## src/rtl/multi_tc_pkg.sv

```systemverilog
// Shared definitions for the multi-channel down-counting timer: register map,
// CTRL field layout, mode encodings and channel FSM states.
package multi_tc_pkg;

    localparam logic [1:0] REG_CTRL   = 2'd0;
    localparam logic [1:0] REG_PRESET = 2'd1;
    localparam logic [1:0] REG_COUNT  = 2'd2;
    localparam logic [1:0] REG_STATUS = 2'd3;

    // CTRL bit layout: [7:4] PS, [3] IM, [2:1] MODE, [0] EN
    typedef struct packed {
        logic [3:0] ps;
        logic       im;
        logic [1:0] mode;
        logic       en;
    } ctrl_t;

    localparam int unsigned CTRL_W = $bits(ctrl_t);
    localparam int unsigned PRE_W  = 15;

    // Only 01 reloads; every other MODE encoding behaves as one-shot
    localparam logic [1:0] MODE_AUTO = 2'b01;

    typedef logic [1:0] state_t;
    localparam state_t ST_IDLE = 2'd0;
    localparam state_t ST_LOAD = 2'd1;
    localparam state_t ST_CNT  = 2'd2;
    localparam state_t ST_INT  = 2'd3;

    function automatic logic is_auto(input ctrl_t c);
        return c.mode == MODE_AUTO;
    endfunction

endpackage

```

## src/rtl/tc_channel.sv

```systemverilog
// One timer channel: CTRL/PRESET/COUNT/PEND registers, prescaler and the
// IDLE/LOAD/CNT/INT sequencer.
module tc_channel
    import multi_tc_pkg::*;
#(
    parameter int unsigned CNT_W = 32
) (
    input  logic              clk,
    input  logic              reset,
    input  logic              ctrl_we,
    input  logic              preset_we,
    input  logic              status_we,
    input  logic [31:0]       wdata,
    output logic [CTRL_W-1:0] ctrl,
    output logic [CNT_W-1:0]  preset,
    output logic [CNT_W-1:0]  count,
    output logic              pend,
    output logic              irq_c
);

    state_t            state_q, state_d;
    ctrl_t             ctrl_q, ctrl_d;
    logic [CNT_W-1:0]  preset_q, preset_d;
    logic [CNT_W-1:0]  count_q, count_d;
    logic [PRE_W-1:0]  pre_q, pre_d;
    logic [PRE_W-1:0]  ps_mask;
    logic              pend_q, pend_d;
    logic              tick;
    logic              expire;

    // Tick once every 2^PS counting cycles
    assign ps_mask = ~({PRE_W{1'b1}} << ctrl_q.ps);
    assign tick    = (pre_q & ps_mask) == ps_mask;

    always_ff @(posedge clk or negedge reset) begin
        if (!reset) begin
            state_q  <= ST_IDLE;
            ctrl_q   <= '0;
            preset_q <= '0;
            count_q  <= '0;
            pre_q    <= '0;
            pend_q   <= 1'b0;
        end else begin
            state_q  <= state_d;
            ctrl_q   <= ctrl_d;
            preset_q <= preset_d;
            count_q  <= count_d;
            pre_q    <= pre_d;
            pend_q   <= pend_d;
        end
    end

    always_comb begin
        state_d  = state_q;
        ctrl_d   = ctrl_q;
        preset_d = preset_q;
        count_d  = count_q;
        pre_d    = pre_q;
        pend_d   = pend_q;
        expire   = 1'b0;

        case (state_q)
            ST_IDLE: begin
                if (ctrl_q.en) state_d = ST_LOAD;
            end
            ST_LOAD: begin
                if (!ctrl_q.en) begin
                    state_d = ST_IDLE;
                end else begin
                    count_d = preset_q;
                    pre_d   = '0;
                    state_d = ST_CNT;
                end
            end
            ST_CNT: begin
                if (!ctrl_q.en) begin
                    state_d = ST_IDLE;
                end else if (tick) begin
                    pre_d = '0;
                    if (count_q == '0) begin
                        expire  = 1'b1;
                        state_d = ST_INT;
                    end else begin
                        count_d = count_q - CNT_W'(1);
                    end
                end else begin
                    pre_d = pre_q + PRE_W'(1);
                end
            end
            ST_INT: begin
                state_d = is_auto(ctrl_q) ? ST_LOAD : ST_IDLE;
            end
            default: state_d = ST_IDLE;
        endcase

        // A software CTRL write on the expiry edge overrides the one-shot EN clear
        if (ctrl_we) begin
            ctrl_d = ctrl_t'(wdata[CTRL_W-1:0]);
        end else if (expire && !is_auto(ctrl_q)) begin
            ctrl_d.en = 1'b0;
        end

        if (preset_we) preset_d = wdata[CNT_W-1:0];

        // Expiry beats a same-edge write-1-to-clear
        if (expire) begin
            pend_d = 1'b1;
        end else if (status_we && wdata[0]) begin
            pend_d = 1'b0;
        end
    end

    assign ctrl   = ctrl_q;
    assign preset = preset_q;
    assign count  = count_q;
    assign pend   = pend_q;
    assign irq_c  = pend_q & ctrl_q.im;

endmodule

```

## src/rtl/multi_tc.sv

```systemverilog
// Multi-channel timer top: address decode, zero-latency read mux and
// interrupt aggregation around NUM_CH independent channels.
module multi_tc
    import multi_tc_pkg::*;
#(
    parameter int unsigned NUM_CH = 2,
    parameter int unsigned CNT_W  = 32
) (
    input  logic                      clk,
    input  logic                      reset,
    input  logic [$clog2(NUM_CH)+1:0] addr,
    input  logic                      we,
    input  logic [31:0]               wdata,
    output logic [31:0]               rdata,
    output logic [NUM_CH-1:0]         irq,
    output logic                      irq_any
);

    localparam int unsigned CH_W = (NUM_CH > 1) ? $clog2(NUM_CH) : 1;

    logic [CH_W-1:0]   ch;
    logic [1:0]        reg_sel;
    logic [CTRL_W-1:0] ctrl_a   [NUM_CH];
    logic [CNT_W-1:0]  preset_a [NUM_CH];
    logic [CNT_W-1:0]  count_a  [NUM_CH];
    logic [NUM_CH-1:0] pend_a;

    assign reg_sel = addr[1:0];

    // A single-channel build has no channel bits in the address
    generate
        if (NUM_CH > 1) begin : g_ch_dec
            assign ch = addr[$clog2(NUM_CH)+1:2];
        end else begin : g_ch_one
            assign ch = '0;
        end
    endgenerate

    for (genvar i = 0; i < NUM_CH; i++) begin : g_chan
        logic sel;
        assign sel = we && (ch == CH_W'(i));

        tc_channel #(
            .CNT_W(CNT_W)
        ) u_ch (
            .clk      (clk),
            .reset    (reset),
            .ctrl_we  (sel && (reg_sel == REG_CTRL)),
            .preset_we(sel && (reg_sel == REG_PRESET)),
            .status_we(sel && (reg_sel == REG_STATUS)),
            .wdata    (wdata),
            .ctrl     (ctrl_a[i]),
            .preset   (preset_a[i]),
            .count    (count_a[i]),
            .pend     (pend_a[i]),
            .irq_c    (irq[i])
        );
    end

    // Channel indices with no instance fall through and read as zero
    always_comb begin
        rdata = '0;
        for (int i = 0; i < NUM_CH; i++) begin
            if (ch == CH_W'(i)) begin
                case (reg_sel)
                    REG_CTRL:   rdata = 32'(ctrl_a[i]);
                    REG_PRESET: rdata = 32'(preset_a[i]);
                    REG_COUNT:  rdata = 32'(count_a[i]);
                    REG_STATUS: rdata = {31'b0, pend_a[i]};
                    default:    rdata = '0;
                endcase
            end
        end
    end

    assign irq_any = |irq;

endmodule

```

## config.mk

```make
export PLATFORM = sky130hd
export DESIGN_NAME = multi_tc
export DESIGN_NICKNAME = d
export VERILOG_FILES = /design/src/rtl/multi_tc_pkg.sv /design/src/rtl/tc_channel.sv /design/src/rtl/multi_tc.sv
export SDC_FILE = /design/constraint.sdc
export NUM_CORES = 1
export LEC_CHECK = 0
export CORE_MARGIN = 2
export CORE_UTILIZATION = 47
export DETAILED_ROUTE_END_ITERATION = 10
export GPL_TIMING_DRIVEN = 0
export PLACE_DENSITY = 0.66
export REMOVE_ABC_BUFFERS = 1
export SLEW_MARGIN = 5
export SYNTH_ARGS = -nofsm -noshare
export SYNTH_HDL_FRONTEND = slang
export SYNTH_SLANG_ARGS = --single-unit
```

## constraint.sdc

```tcl
create_clock -name clk -period 2.9 [get_ports clk]
set_input_delay 0.435 -clock clk [delete_from_list [all_inputs] [get_ports clk]]
set_output_delay 0.435 -clock clk [all_outputs]
set_load 0.005 [all_outputs]
```

==> impl_metrics.csv, run 1 <==
group,metric,value,unit
status,status,"complete, no violations",
cells_and_area,drive_gt1_share,15.4,%
power,netSwitchingFraction,40.3,%
power,internal_power,6.43,mW
route,wl,31.7,mm
worst_setup_path,critPathTopFamily,"buffers and inverters",
clock_tree,cts_made_buffers,17,
cells_and_area,multiInputGateArea,5960,µm²
sta,min_period_over_period,96.0,%
floorplan,die-height,155,µm
route,wl_per_cell,21.3,µm
hold_path,min_path_cells,1,
floorplan,io_pins,73,
worst_setup_path,critPathMaxStageDelay,0.57,ns
route,viasPerCell,6.43,
power,power.net_switching,4.34,mW
worst_setup_path,crit_path_end,"rdata[14]",
sta,worst_pin_slew,0.828,ns
route,ant_nets,0,
power,ir_drop,0.415,mV
logic_synthesis,ys_ff_latch,180,
logic_synthesis,yosysUniqueCellTypes,75,
clock_tree,clock_sinks,180,
global_route,grt_pass1_vias,8972,
clock_tree,htreeDepth,4,
floorplan,die_x,155,µm
logic_synthesis,synth_ff_type,"dfrtp_1",
clock_tree,cts_root_buf,"clkbuf_16",
global_route,grt_util_all_layers,26.4,%
place,port_buffers,72,
power,seq_power_share,40.0,%
place,dp.cells,1437,
worst_setup_path,cp_cell_sequence,"buf_4 -> nor2b_4 -> buf_12 -> a22oi_1 -> a21oi_1 -> clkdlybuf4s50_1",
power,p_total,10.8,mW
route,vias,9583,
clock_tree,clkTransAtPathRegs,0.07,ns
cells_and_area,seq_area,4500,µm²
power,power_density,851,nW/µm²
cells_and_area,fin_nets,1245,
place,place_congestion,0.863,
worst_setup_path,r2r-end,"g_chan[1].u_ch.count[9]",
floorplan,rows,55,
worst_setup_path,ff2ff_path_depth,9,
power,leakagePower,4.84,nW
sta,max-slew-margin-rel,44.5,%
cells_and_area,final_cell_mix,"dfrtp_1 (180), nand2_1 (92), nor2_1 (79)",
floorplan,coreArea,22500,µm²
hold_path,worstHoldPathType,"register to register",
logic_synthesis,syn-mean-instance-area,9.28,µm²
power,power_frac_clock,22.3,%
sta,fin_skew,0.0145,ns
global_route,grt_pass1_wl,50.2,mm
clock_tree,cts_buffer_depth,2,
logic_synthesis,yosys_warnings,0,
worst_setup_path,path_depth,6,
cells_and_area,insertedDiodeCount,0,
worst_setup_path,worstSetupEndpointType,"output port",
logic_synthesis,syn_inst,1154,
clock_tree,insertion_delay,0.43,ns
worst_setup_path,crit_type,"input pin to output port",
sta,fin_crit,2.79,ns
worst_setup_path,crit_start,"addr[1]",
global_route,grt_max_degree,114,
logic_synthesis,ys_async_sr_fraction,100,%
global_route,antenna_found_initial,0,
route,dr.pass1.iters,6,
place,place_hpwl,21.2,mm
hold_path,hold_path.startpoint,"g_chan[0].u_ch.ctrl[3]",
worst_setup_path,cp-start-kind,"input pin",
worst_setup_path,regToRegSetupSlack,0.12,ns
sta,finalHoldViolCount,0,
flow_run,maxCapViolCount,0,
worst_setup_path,cpMaxStageDelayCell,"clkdlybuf4s50_1",
route,drt-initial-drc-count,1123,
logic_synthesis,synth_edf_count,0,
logic_synthesis,ys_seq_area_share,42.1,%
sta,max_freq,0.359,GHz
cells_and_area,final_common_cell,"dfrtp_1",
worst_setup_path,path_max_fanout,31,
cells_and_area,fillers,1976,
worst_setup_path,required,2.47,ns
logic_synthesis,synth_area,10700,µm²
power,pwr-share-comb,37.8,%
cells_and_area,layoutNonFillerInstCount,1490,
floorplan,initial_core_util,47.6,%
floorplan,die-area,24000,µm²
sta,maxSlewViolCount,0,
clock_tree,cts_tree,"built",
worst_setup_path,worstPathArrival,2.35,ns
worst_setup_path,r2r_start,"g_chan[1].u_ch.count[0]",
global_route,overflow,0,
sta,setup_viol,0,
worst_setup_path,worst-path-buf-inv,3,
cells_and_area,syn2layout_area_growth,18.2,%
route,drc,0,
-- metal layers --
metal	vias up	wire (µm)	track usage [%]
met4	0	752	8.02
met5	-	0	0
met2	380	14800	41.5
met3	41	1670	3.98
li1	4436	-	-
met1	4726	14400	37.8
-- synth_stat cells (all sizes together) (25+ instances only) --
cell      n  area, µm²
nor4     27        188
nor3     53        270
a21oi    78        390
o21ai    42        210
o22ai    36        225
nand3    35        175
inv      25       93.8
nand2    93        349
clkbuf   72        270
nor2     84        315
mux2     75        845
a22oi    30        225
dfrtp   180       4500
-- area by class of cell --
| class | count | area share [%] |
|---|---|---|
| clock buffers | 26 | 4.02 |
| repair inverters | 1 | 0.0395 |
| well taps | 285 | 2.82 |
| repair buffers | 103 | 8.97 |
| inverters | 25 | 0.771 |
| multi-input cells | 864 | 47.1 |
| flip-flops and latches | 180 | 35.6 |
| clock inverters | 6 | 0.712 |
-- how the worst min path moves through the flow --
stage                                endpoint  slack, ns
floorplan             g_chan[0].u_ch.count[0]       0.14
global placement       g_chan[1].u_ch.ctrl[3]       0.51
detailed placement    g_chan[1].u_ch.pre_q[8]       0.43
CTS                    g_chan[0].u_ch.ctrl[3]       0.53
global route        g_chan[0].u_ch.preset[28]       0.56
finish                 g_chan[0].u_ch.ctrl[3]       0.53
-- per-stage QoR --
step	util, %	worst slack, ns	cell area [µm²]	setup TNS [ns]	hold slack [ns]
6_report	56.3	0.115	12700	0	0.527
5_1_grt	56.3	-0.0107	12700	-0.0107	0.557
4_1_cts	55.6	-0.00636	12500	-0.00636	0.530
3_5_place_dp	52.1	-1.45	11700	-111.13	0.427
3_3_place_gp	50.7	-6.47	11400	-1855.64	0.510
2_1_floorplan	-	-1.70	10300	-129.61	0.139
-- flip-flops by register name (all words and copies together), names as in the netlist --
signal,count
g_chan.u_ch.count,64
g_chan.u_ch.ctrl,16
g_chan.u_ch.pend,2
g_chan.u_ch.pre_q,30
g_chan.u_ch.preset,64
g_chan.u_ch.state_q,4
-- cells by family (layout without fill, tap and decap cells) --
family	after synthesis	after routing	synth area share, %
AOI/OAI and AO/OA	315	315	20.0
xor gates and xnor gates	20	20	1.64
adders and majority gates	15	15	1.75
buffers and inverters	112	161	4.29
DFF	180	180	42.1
muxes	100	100	10.5
and+or+nand+nor	412	414	19.8
-- what timing repair did --
| item | CTS | global route |
|---|---|---|
| endpoints found under the hold margin | 31 | 0 |
| endpoints found under the setup margin | 145 | 55 |
| setup buffers | 13 | 4 |
| cloned | 1 | 2 |
| gates resized for setup | 26 | 15 |
| hold buffers | 1 | 0 |
| pin swaps | 1 | 1 |
-- power by group through the flow --
stage	clock, mW	combinational, mW	sequential (mW)
global route	2.53	4.44	4.43
detailed placement	0	3.91	4.28
floorplan	0	2.61	3.98
finish	2.40	4.07	4.30
CTS	2.43	3.98	4.25
global placement	0	3.66	4.26
(Power assumes the default switching activity.)
==> run 2: changes to the inputs <==
--- a/config.mk
+++ b/config.mk
@@ -8,6 +8,7 @@
 export CORE_MARGIN = 2
 export CORE_UTILIZATION = 47
 export DETAILED_ROUTE_END_ITERATION = 10
+export GPL_ROUTABILITY_DRIVEN = 0
 export GPL_TIMING_DRIVEN = 0
 export PLACE_DENSITY = 0.66
 export REMOVE_ABC_BUFFERS = 1
==> results of run 2 <==
Same layout as run 1: the final DEF is identical, and so are final timing and power.
